<file path="src/rtl/alu_ctrl_pkg.sv">
// Shared constants for the ALU control path.
// Holds the ALU control codes, the R-type funct encodings, the ALUOp classes
// and the sequencer FSM state type. Imported by alu_op_decode, the sequencer
// and its interface users.
package alu_ctrl_pkg;

  // ALU control codes driven on alu_ctrl
  localparam int unsigned ALU_ADD  = 0;
  localparam int unsigned ALU_SUB  = 1;
  localparam int unsigned ALU_AND  = 2;
  localparam int unsigned ALU_OR   = 3;
  localparam int unsigned ALU_XOR  = 4;
  localparam int unsigned ALU_SLL  = 5;
  localparam int unsigned ALU_SRL  = 6;
  localparam int unsigned ALU_BEQ  = 7;
  localparam int unsigned ALU_BNE  = 8;
  localparam int unsigned ALU_BGT  = 9;
  localparam int unsigned ALU_BGE  = 10;
  localparam int unsigned ALU_BLT  = 11;
  localparam int unsigned ALU_BLE  = 12;
  localparam int unsigned ALU_SLT  = 13;
  localparam int unsigned ALU_PASS = 14;  // ALU outputs operand B unchanged

  // R-type funct field encodings
  localparam logic [5:0] ADDFN = 6'b100000;
  localparam logic [5:0] SUBFN = 6'b100010;
  localparam logic [5:0] ANDFN = 6'b100100;
  localparam logic [5:0] ORFN  = 6'b100101;
  localparam logic [5:0] XORFN = 6'b100110;
  localparam logic [5:0] SLLFN = 6'b000000;
  localparam logic [5:0] SRLFN = 6'b000010;

  // ALUOp classes from the main control FSM
  localparam int unsigned ALUOP_RTYPE = 0;
  localparam int unsigned ALUOP_ADD   = 1;
  localparam int unsigned ALUOP_AND   = 2;
  localparam int unsigned ALUOP_OR    = 3;
  localparam int unsigned ALUOP_BEQ   = 4;
  localparam int unsigned ALUOP_BNE   = 5;
  localparam int unsigned ALUOP_BGT   = 6;
  localparam int unsigned ALUOP_BGE   = 7;
  localparam int unsigned ALUOP_BLT   = 8;
  localparam int unsigned ALUOP_BLE   = 9;
  localparam int unsigned ALUOP_SLT   = 10;

  // Sequencer FSM states
  typedef enum logic [1:0] {
    StIdle,
    StExec,
    StShift
  } seq_state_e;

endpackage

</file>
<file path="src/rtl/alu_op_sequencer_if.sv">
// Request/ALU-control bundle between the main control FSM, the ALU op
// sequencer and the datapath ALU.
//   master: main control side, drives the request and flush, observes results
//   slave : sequencer side, accepts requests, drives the ALU control outputs
interface alu_op_sequencer_if #(
  parameter int unsigned OP_W    = 4,
  parameter int unsigned CTRL_W  = 4,
  parameter int unsigned SHAMT_W = 5
);
  // request side
  logic               op_valid;
  logic               op_ready;
  logic [OP_W-1:0]    alu_op;
  logic [5:0]         funct;
  logic [SHAMT_W-1:0] shamt;
  logic               flush;
  // ALU control side
  logic [CTRL_W-1:0]  alu_ctrl;
  logic               alu_en;
  logic               alu_first;
  logic [SHAMT_W-1:0] alu_shamt;
  logic               busy;
  logic               done;
  logic               illegal;

  modport master (
    output op_valid, alu_op, funct, shamt, flush,
    input  op_ready, alu_ctrl, alu_en, alu_first, alu_shamt, busy, done, illegal
  );

  modport slave (
    input  op_valid, alu_op, funct, shamt, flush,
    output op_ready, alu_ctrl, alu_en, alu_first, alu_shamt, busy, done, illegal
  );
endinterface

</file>
<file path="src/rtl/alu_op_decode.sv">
// Combinational ALU control decode, shared with the single-cycle build.
// Ports:
//   alu_op_i   : operation class from main control
//   funct_i    : R-type function field (used only when alu_op_i is R-type)
//   code_o     : ALU control code
//   is_shift_o : R-type SLL/SRL
//   illegal_o  : R-type with an undecoded funct (code falls back to ADD)
module alu_op_decode
  import alu_ctrl_pkg::*;
#(
  parameter int unsigned OP_W   = 4,
  parameter int unsigned CTRL_W = 4
) (
  input  logic [OP_W-1:0]   alu_op_i,
  input  logic [5:0]        funct_i,
  output logic [CTRL_W-1:0] code_o,
  output logic              is_shift_o,
  output logic              illegal_o
);

  always_comb begin
    code_o     = CTRL_W'(ALU_ADD);
    is_shift_o = 1'b0;
    illegal_o  = 1'b0;
    if (alu_op_i == OP_W'(ALUOP_RTYPE)) begin
      case (funct_i)
        ADDFN:   code_o = CTRL_W'(ALU_ADD);
        SUBFN:   code_o = CTRL_W'(ALU_SUB);
        ANDFN:   code_o = CTRL_W'(ALU_AND);
        ORFN:    code_o = CTRL_W'(ALU_OR);
        XORFN:   code_o = CTRL_W'(ALU_XOR);
        SLLFN: begin
          code_o     = CTRL_W'(ALU_SLL);
          is_shift_o = 1'b1;
        end
        SRLFN: begin
          code_o     = CTRL_W'(ALU_SRL);
          is_shift_o = 1'b1;
        end
        default: illegal_o = 1'b1;
      endcase
    end else begin
      case (alu_op_i)
        OP_W'(ALUOP_ADD): code_o = CTRL_W'(ALU_ADD);
        OP_W'(ALUOP_AND): code_o = CTRL_W'(ALU_AND);
        OP_W'(ALUOP_OR):  code_o = CTRL_W'(ALU_OR);
        OP_W'(ALUOP_BEQ): code_o = CTRL_W'(ALU_BEQ);
        OP_W'(ALUOP_BNE): code_o = CTRL_W'(ALU_BNE);
        OP_W'(ALUOP_BGT): code_o = CTRL_W'(ALU_BGT);
        OP_W'(ALUOP_BGE): code_o = CTRL_W'(ALU_BGE);
        OP_W'(ALUOP_BLT): code_o = CTRL_W'(ALU_BLT);
        OP_W'(ALUOP_BLE): code_o = CTRL_W'(ALU_BLE);
        OP_W'(ALUOP_SLT): code_o = CTRL_W'(ALU_SLT);
        default:          code_o = CTRL_W'(ALU_ADD);
      endcase
    end
  end

endmodule

</file>
<file path="src/rtl/alu_op_sequencer.sv">
// Registered ALU control sequencer for the multicycle datapath.
// Accepts {alu_op, funct, shamt} on a valid/ready handshake and drives a
// registered ALU control code. With ITER_SHIFT = 1, shifts run as shamt
// single-bit steps, one per cycle. done pulses on the final step.
// Ports:
//   clk   : rising-edge clock
//   rst_n : synchronous active-low reset
//   bus   : slave side of alu_op_sequencer_if (request in, ALU control out)
module alu_op_sequencer
  import alu_ctrl_pkg::*;
#(
  parameter int unsigned OP_W       = 4,
  parameter int unsigned CTRL_W     = 4,
  parameter int unsigned SHAMT_W    = 5,
  parameter int unsigned ITER_SHIFT = 1
) (
  input logic              clk,
  input logic              rst_n,
  alu_op_sequencer_if.slave bus
);

  seq_state_e         state_q, state_d;
  logic [SHAMT_W-1:0] cnt_q, cnt_d;      // steps remaining, including the one on the outputs
  logic [CTRL_W-1:0]  ctrl_q, ctrl_d;
  logic [SHAMT_W-1:0] shamt_q, shamt_d;
  logic               en_q, en_d;
  logic               first_q, first_d;
  logic               done_q, done_d;
  logic               illegal_q, illegal_d;
  logic               busy_q, busy_d;

  logic [CTRL_W-1:0]  dec_code;
  logic               dec_is_shift;
  logic               dec_illegal;
  logic               iter_shift;

  alu_op_decode #(
    .OP_W   (OP_W),
    .CTRL_W (CTRL_W)
  ) u_decode (
    .alu_op_i   (bus.alu_op),
    .funct_i    (bus.funct),
    .code_o     (dec_code),
    .is_shift_o (dec_is_shift),
    .illegal_o  (dec_illegal)
  );

  assign iter_shift = (ITER_SHIFT != 0) && dec_is_shift;

  always_comb begin
    state_d   = state_q;
    cnt_d     = cnt_q;
    ctrl_d    = ctrl_q;
    shamt_d   = shamt_q;
    en_d      = 1'b0;
    first_d   = 1'b0;
    done_d    = 1'b0;
    illegal_d = 1'b0;
    busy_d    = 1'b0;

    if (bus.flush) begin
      // Abort; a request in the same cycle is dropped
      state_d = StIdle;
      cnt_d   = '0;
    end else begin
      unique case (state_q)
        StIdle: begin
          if (bus.op_valid) begin
            busy_d  = 1'b1;
            en_d    = 1'b1;
            first_d = 1'b1;
            if (iter_shift && (bus.shamt != '0)) begin
              state_d = StShift;
              cnt_d   = bus.shamt;
              ctrl_d  = dec_code;
              shamt_d = SHAMT_W'(1);
              done_d  = (bus.shamt == SHAMT_W'(1));
            end else begin
              // Iterative shift by zero degenerates to passing operand B
              state_d   = StExec;
              ctrl_d    = iter_shift ? CTRL_W'(ALU_PASS) : dec_code;
              shamt_d   = bus.shamt;
              done_d    = 1'b1;
              illegal_d = dec_illegal;
            end
          end
        end
        StExec: begin
          state_d = StIdle;
        end
        StShift: begin
          if (cnt_q == SHAMT_W'(1)) begin
            state_d = StIdle;
            cnt_d   = '0;
          end else begin
            cnt_d  = cnt_q - SHAMT_W'(1);
            busy_d = 1'b1;
            en_d   = 1'b1;
            done_d = (cnt_q == SHAMT_W'(2));
          end
        end
        default: begin
          state_d = StIdle;
          cnt_d   = '0;
        end
      endcase
    end
  end

  always_ff @(posedge clk) begin
    if (!rst_n) begin
      state_q   <= StIdle;
      cnt_q     <= '0;
      ctrl_q    <= '0;
      shamt_q   <= '0;
      en_q      <= 1'b0;
      first_q   <= 1'b0;
      done_q    <= 1'b0;
      illegal_q <= 1'b0;
      busy_q    <= 1'b0;
    end else begin
      state_q   <= state_d;
      cnt_q     <= cnt_d;
      ctrl_q    <= ctrl_d;
      shamt_q   <= shamt_d;
      en_q      <= en_d;
      first_q   <= first_d;
      done_q    <= done_d;
      illegal_q <= illegal_d;
      busy_q    <= busy_d;
    end
  end

  assign bus.op_ready  = ~busy_q;
  assign bus.alu_ctrl  = ctrl_q;
  assign bus.alu_shamt = shamt_q;
  assign bus.alu_en    = en_q;
  assign bus.alu_first = first_q;
  assign bus.done      = done_q;
  assign bus.illegal   = illegal_q;
  assign bus.busy      = busy_q;

endmodule
</file>
<file path="src/flat_wrapper.sv">
// flat-port wrapper written by rule: the top's interface ports become plain ports
module alu_op_sequencer_flat import alu_ctrl_pkg::*;
#(
  parameter int unsigned OP_W       = 4,
  parameter int unsigned CTRL_W     = 4,
  parameter int unsigned SHAMT_W    = 5,
  parameter int unsigned ITER_SHIFT = 1
)
  (clk, rst_n, bus_op_valid, bus_alu_op, bus_funct, bus_shamt, bus_flush, bus_op_ready, bus_alu_ctrl, bus_alu_en, bus_alu_first, bus_alu_shamt, bus_busy, bus_done, bus_illegal);
  alu_op_sequencer_if #(.OP_W(OP_W), .CTRL_W(CTRL_W), .SHAMT_W(SHAMT_W)) bus_i ();
  input logic clk;
  input logic rst_n;
  input wire logic [$bits(bus_i.op_valid)-1:0] bus_op_valid;
  input wire logic [$bits(bus_i.alu_op)-1:0] bus_alu_op;
  input wire logic [$bits(bus_i.funct)-1:0] bus_funct;
  input wire logic [$bits(bus_i.shamt)-1:0] bus_shamt;
  input wire logic [$bits(bus_i.flush)-1:0] bus_flush;
  output wire logic [$bits(bus_i.op_ready)-1:0] bus_op_ready;
  output wire logic [$bits(bus_i.alu_ctrl)-1:0] bus_alu_ctrl;
  output wire logic [$bits(bus_i.alu_en)-1:0] bus_alu_en;
  output wire logic [$bits(bus_i.alu_first)-1:0] bus_alu_first;
  output wire logic [$bits(bus_i.alu_shamt)-1:0] bus_alu_shamt;
  output wire logic [$bits(bus_i.busy)-1:0] bus_busy;
  output wire logic [$bits(bus_i.done)-1:0] bus_done;
  output wire logic [$bits(bus_i.illegal)-1:0] bus_illegal;
  assign bus_i.op_valid = bus_op_valid;
  assign bus_i.alu_op = bus_alu_op;
  assign bus_i.funct = bus_funct;
  assign bus_i.shamt = bus_shamt;
  assign bus_i.flush = bus_flush;
  assign bus_op_ready = bus_i.op_ready;
  assign bus_alu_ctrl = bus_i.alu_ctrl;
  assign bus_alu_en = bus_i.alu_en;
  assign bus_alu_first = bus_i.alu_first;
  assign bus_alu_shamt = bus_i.alu_shamt;
  assign bus_busy = bus_i.busy;
  assign bus_done = bus_i.done;
  assign bus_illegal = bus_i.illegal;
  alu_op_sequencer #(.OP_W(OP_W), .CTRL_W(CTRL_W), .SHAMT_W(SHAMT_W), .ITER_SHIFT(ITER_SHIFT)) u_core (.clk(clk), .rst_n(rst_n), .bus(bus_i));
endmodule
</file>
<file path="config.mk">
export PLATFORM = sky130hd
export DESIGN_NAME = alu_op_sequencer_flat
export DESIGN_NICKNAME = d
export VERILOG_FILES = /design/src/rtl/alu_ctrl_pkg.sv /design/src/rtl/alu_op_sequencer_if.sv /design/src/rtl/alu_op_decode.sv /design/src/rtl/alu_op_sequencer.sv /design/src/flat_wrapper.sv
export SDC_FILE = /design/constraint.sdc
export NUM_CORES = 1
export LEC_CHECK = 0
export CORE_MARGIN = 1
export CORE_UTILIZATION = 47
export DETAILED_ROUTE_END_ITERATION = 12
export GPL_TIMING_DRIVEN = 0
export PLACE_DENSITY = 0.86
export SLEW_MARGIN = 20
export SYNTH_ARGS = -nofsm -noshare
export SYNTH_HDL_FRONTEND = slang
export SYNTH_HIERARCHICAL = 1
export SYNTH_SLANG_ARGS = --single-unit
</file>
<file path="constraint.sdc">
create_clock -name clk -period 3.4 [get_ports clk]
set_clock_uncertainty 0.1 [all_clocks]
set_input_delay 0.68 -clock clk [delete_from_list [all_inputs] [get_ports clk]]
set_output_delay 0.68 -clock clk [all_outputs]
set_load 0.02 [all_outputs]
</file>
==> results.md <==
* Status: finished clean
* Final Cycle Share at 88.40%
* Total CTS buffers at 3
* Routed WL at about 3.1 mm
* Fillers at 205
* Fin cells at 222
* Layout cells sized above 1 at roughly 8.3%
* GRT Residual Overflow at 0
* Top_reg_cell synth: dfxtp_1
* Vias/cell at a little under 6
* Slew Limit Fails at 0
* Drt initial violations at 32
* Vias at between 1000 and 1500
* CTS tree: yes
* Num Clock Sinks at 20
* Critical Path RT at 3.52 ns
* F_max at ~330 MHz
* Pwr/cell area at between 300 and 400 nW/um^2
* Clock-pin slew on the worst setup and hold paths at 0.12 ns
* Synth cell count leaders: dfxtp_1, inv_1, a21oi_1, nand2_1
* Final setup violating endpoints at 0
* R2R depth at 5
* Number of antenna-violating nets in the routed design at 0
* MaxCap Viol Count at 0
* DRC Markers at 0
* Startpoint Class: input pin
* Largest net degree at the start of global routing at 13
* Core ar. at around 2500 um^2
* Root Driver: clkbuf_4
* Synth area leader: dfxtp_1
* Worst slew margin at approximately two thirds
* Slew @ Worst Pin at 0.5020 ns
* Routed len/inst at around 14 um
* Synth-to-layout area growth at 33.37%
* Ranking of synthesized cells by area: dfxtp_1, ha_1, a21oi_1
* Die area at roughly 2900 um^2
* Gp weighted congestion at between 0.9 and 1
* Syn Area/Cell at roughly 8 um^2
* Count leader, synth: dfxtp_1
* Hold path depth at 2
* Die Ht at approximately 53 um
* Vias in the first global route at between 1000 and 1500
* Power Total at 556.3 uW
* Post-DP HPWL at ~2.5 mm
* Initial core utilization at between 40% and 50%
* First-pass GRT wire length at 4.961 mm
* Fin crit period at ~3 ns
* TNS Setup at 0 ns
* Post-synth EDFFs at 0
* Yosys warning count at 6
* RSZ-0062 raised after global routing: no
* Arrival @ worst endpoint at roughly 3.1 ns
* H-tree Lvls at 1
* Setup bufs post-CTS at 0
* Port Buf Inserts at 32
* Hold WC Path Type: register to register
* Mapped Area at roughly 1200 um^2
* Cell variety after synth at 43
* Register area share after synthesis at 32.16%
* Critical path endpoint category: register
* Die width at about 53 um
* Cell count after synthesis at 156
* Crit Path Category: input pin to register
* Share of the synthesized area in the top cell type at about a third
* Flops & latches, synth at 20
* Dpl cells at around 220
* Clock Tree Buf Depth at 2
* Fin util at approximately 66%
* Nets at 219
* Crit Path Max Fanout at 9
* Drt pass-1 iters at 4
* Peak supply drop at around 240 uV
* Skew-Pair Late Insertion Delay at 0.32 ns
* Gr usage total at roughly a quarter
* Syn Nets at between 150 and 200
* Async SR Flop Fraction at 0%
* IO Pins at 34
* Hold WS at roughly 0.37 ns
* Leakage at about 0.00061 uW
* Standard-cell rows at 18
* Antenna Cells at 0
* Hold Vio Cnt, Final at 0
* Initial antenna violation count at 0
==> logic make-up (layout without fill, tap and decap cells) <==
group	after synthesis	after routing	synth area share, %
AO/OA/AOI/OAI	52	52	27.84
adder cells (fa/ha/maj)	7	7	7.035
buffers and inverters	18	54	6.130
flip-flops	20	20	32.16
AND/OR/NAND/NOR	59	59	26.83
==> registers in the layout, indices dropped and copies added, names as in the netlist <==
signal,cells
u_core/state_q,2
u_core/bus.illegal,1
u_core/bus.alu_first,1
u_core/bus.alu_shamt,5
u_core/bus.busy,1
u_core/cnt_q,5
u_core/bus.alu_ctrl,4
u_core/bus.done,1
==> through the flow <==
| step | setup WS [ns] | instance area, um^2 |
|---|---|---|
| finish | 0.3944 | 1660 |
| global route | 0.1313 | 1660 |
| CTS | 0.1490 | 1655 |
| detailed placement | -0.1837 | 1603 |
| global placement | -0.07984 | 1603 |
| floorplan | 0.7137 | 1245 |
==> cells in the final DEF, fill, tap and decap left out, types with 3 or more instances in the layout <==
master           netlist  final
or3_1                  4      4
ha_1                   7      7
clkdlybuf4s50_1        0     32
and2_1                 3      3
nor3_1                 4      3
clkbuf_4               0      3
nor2_1                10     10
nand3b_1               5      5
inv_1                 12     12
nand2_1               11     11
nand3_1                5      5
dfxtp_1               20     20
a21boi_1               5      5
o21ai_1                6      6
a21oi_1               11     11
a31oi_1                4      4
o21ai_0               10     10
==> per-layer routing <==
metal | wire length (um) | track usage, % | vias up
li1 | - | - | 633
met1 | 1321 | 25.95 | 597
met2 | 1587 | 44.17 | 41
met3 | 145 | 6.609 | 9
met4 | 61 | 11.84 | 0
met5 | 0 | 0 | -
==> area by class of cell <==
cell class	count	area, um^2	share of cell area [%]
repair buffers	32	320.3	19.29
clock buffers	3	22.52	1.356
multi-input cells	118	773.2	46.57
plain buffers	5	27.53	1.658
clock inverters	1	30.03	1.809
well taps	30	37.54	2.261
inverters	13	48.80	2.939
flip-flops and latches	20	400.4	24.11
==> power breakdown <==
| part | internal [uW] | switching [uW] | total [uW] | leakage, uW |
|---|---|---|---|---|
| clock | 119 | 82.2 | 202 | 0.0000279 |
| sequential | 242 | 4.42 | 247 | 0.000163 |
| combinational | 53.5 | 54.5 | 108 | 0.000423 |
| total | 415 | 141 | 556 | 0.000614 |
==> what timing repair did <==
action	CTS	global route
hold buffers	0	0
resized for setup	0	1
setup endpoints to repair	0	5
==> path summary, 6_finish.rpt <==
kind	startpoint	to	slack (ns)
worst max register to register	u_core/cnt_q[1]	u_core/bus.done	1.80
worst min-delay path	u_core/bus.alu_shamt[3]	u_core/bus.alu_shamt[3]	0.37
worst max-delay path	bus_alu_op[0]	u_core/cnt_q[2]	0.39
worst min register to register	u_core/bus.alu_shamt[3]	u_core/bus.alu_shamt[3]	0.37
==> critical path, cell delays in order <==
cell and delay [ns]:
clkdlybuf4s50_1 0.44, inv_1 0.12, ha_1 0.24, nor2b_1 0.23, nand2_1 0.11, nor3_2 0.40, nand3b_1 0.18, o211ai_2 0.34
o21ai_0 0.15, a32o_1 0.23
Power figures use the tool's default switching activity.
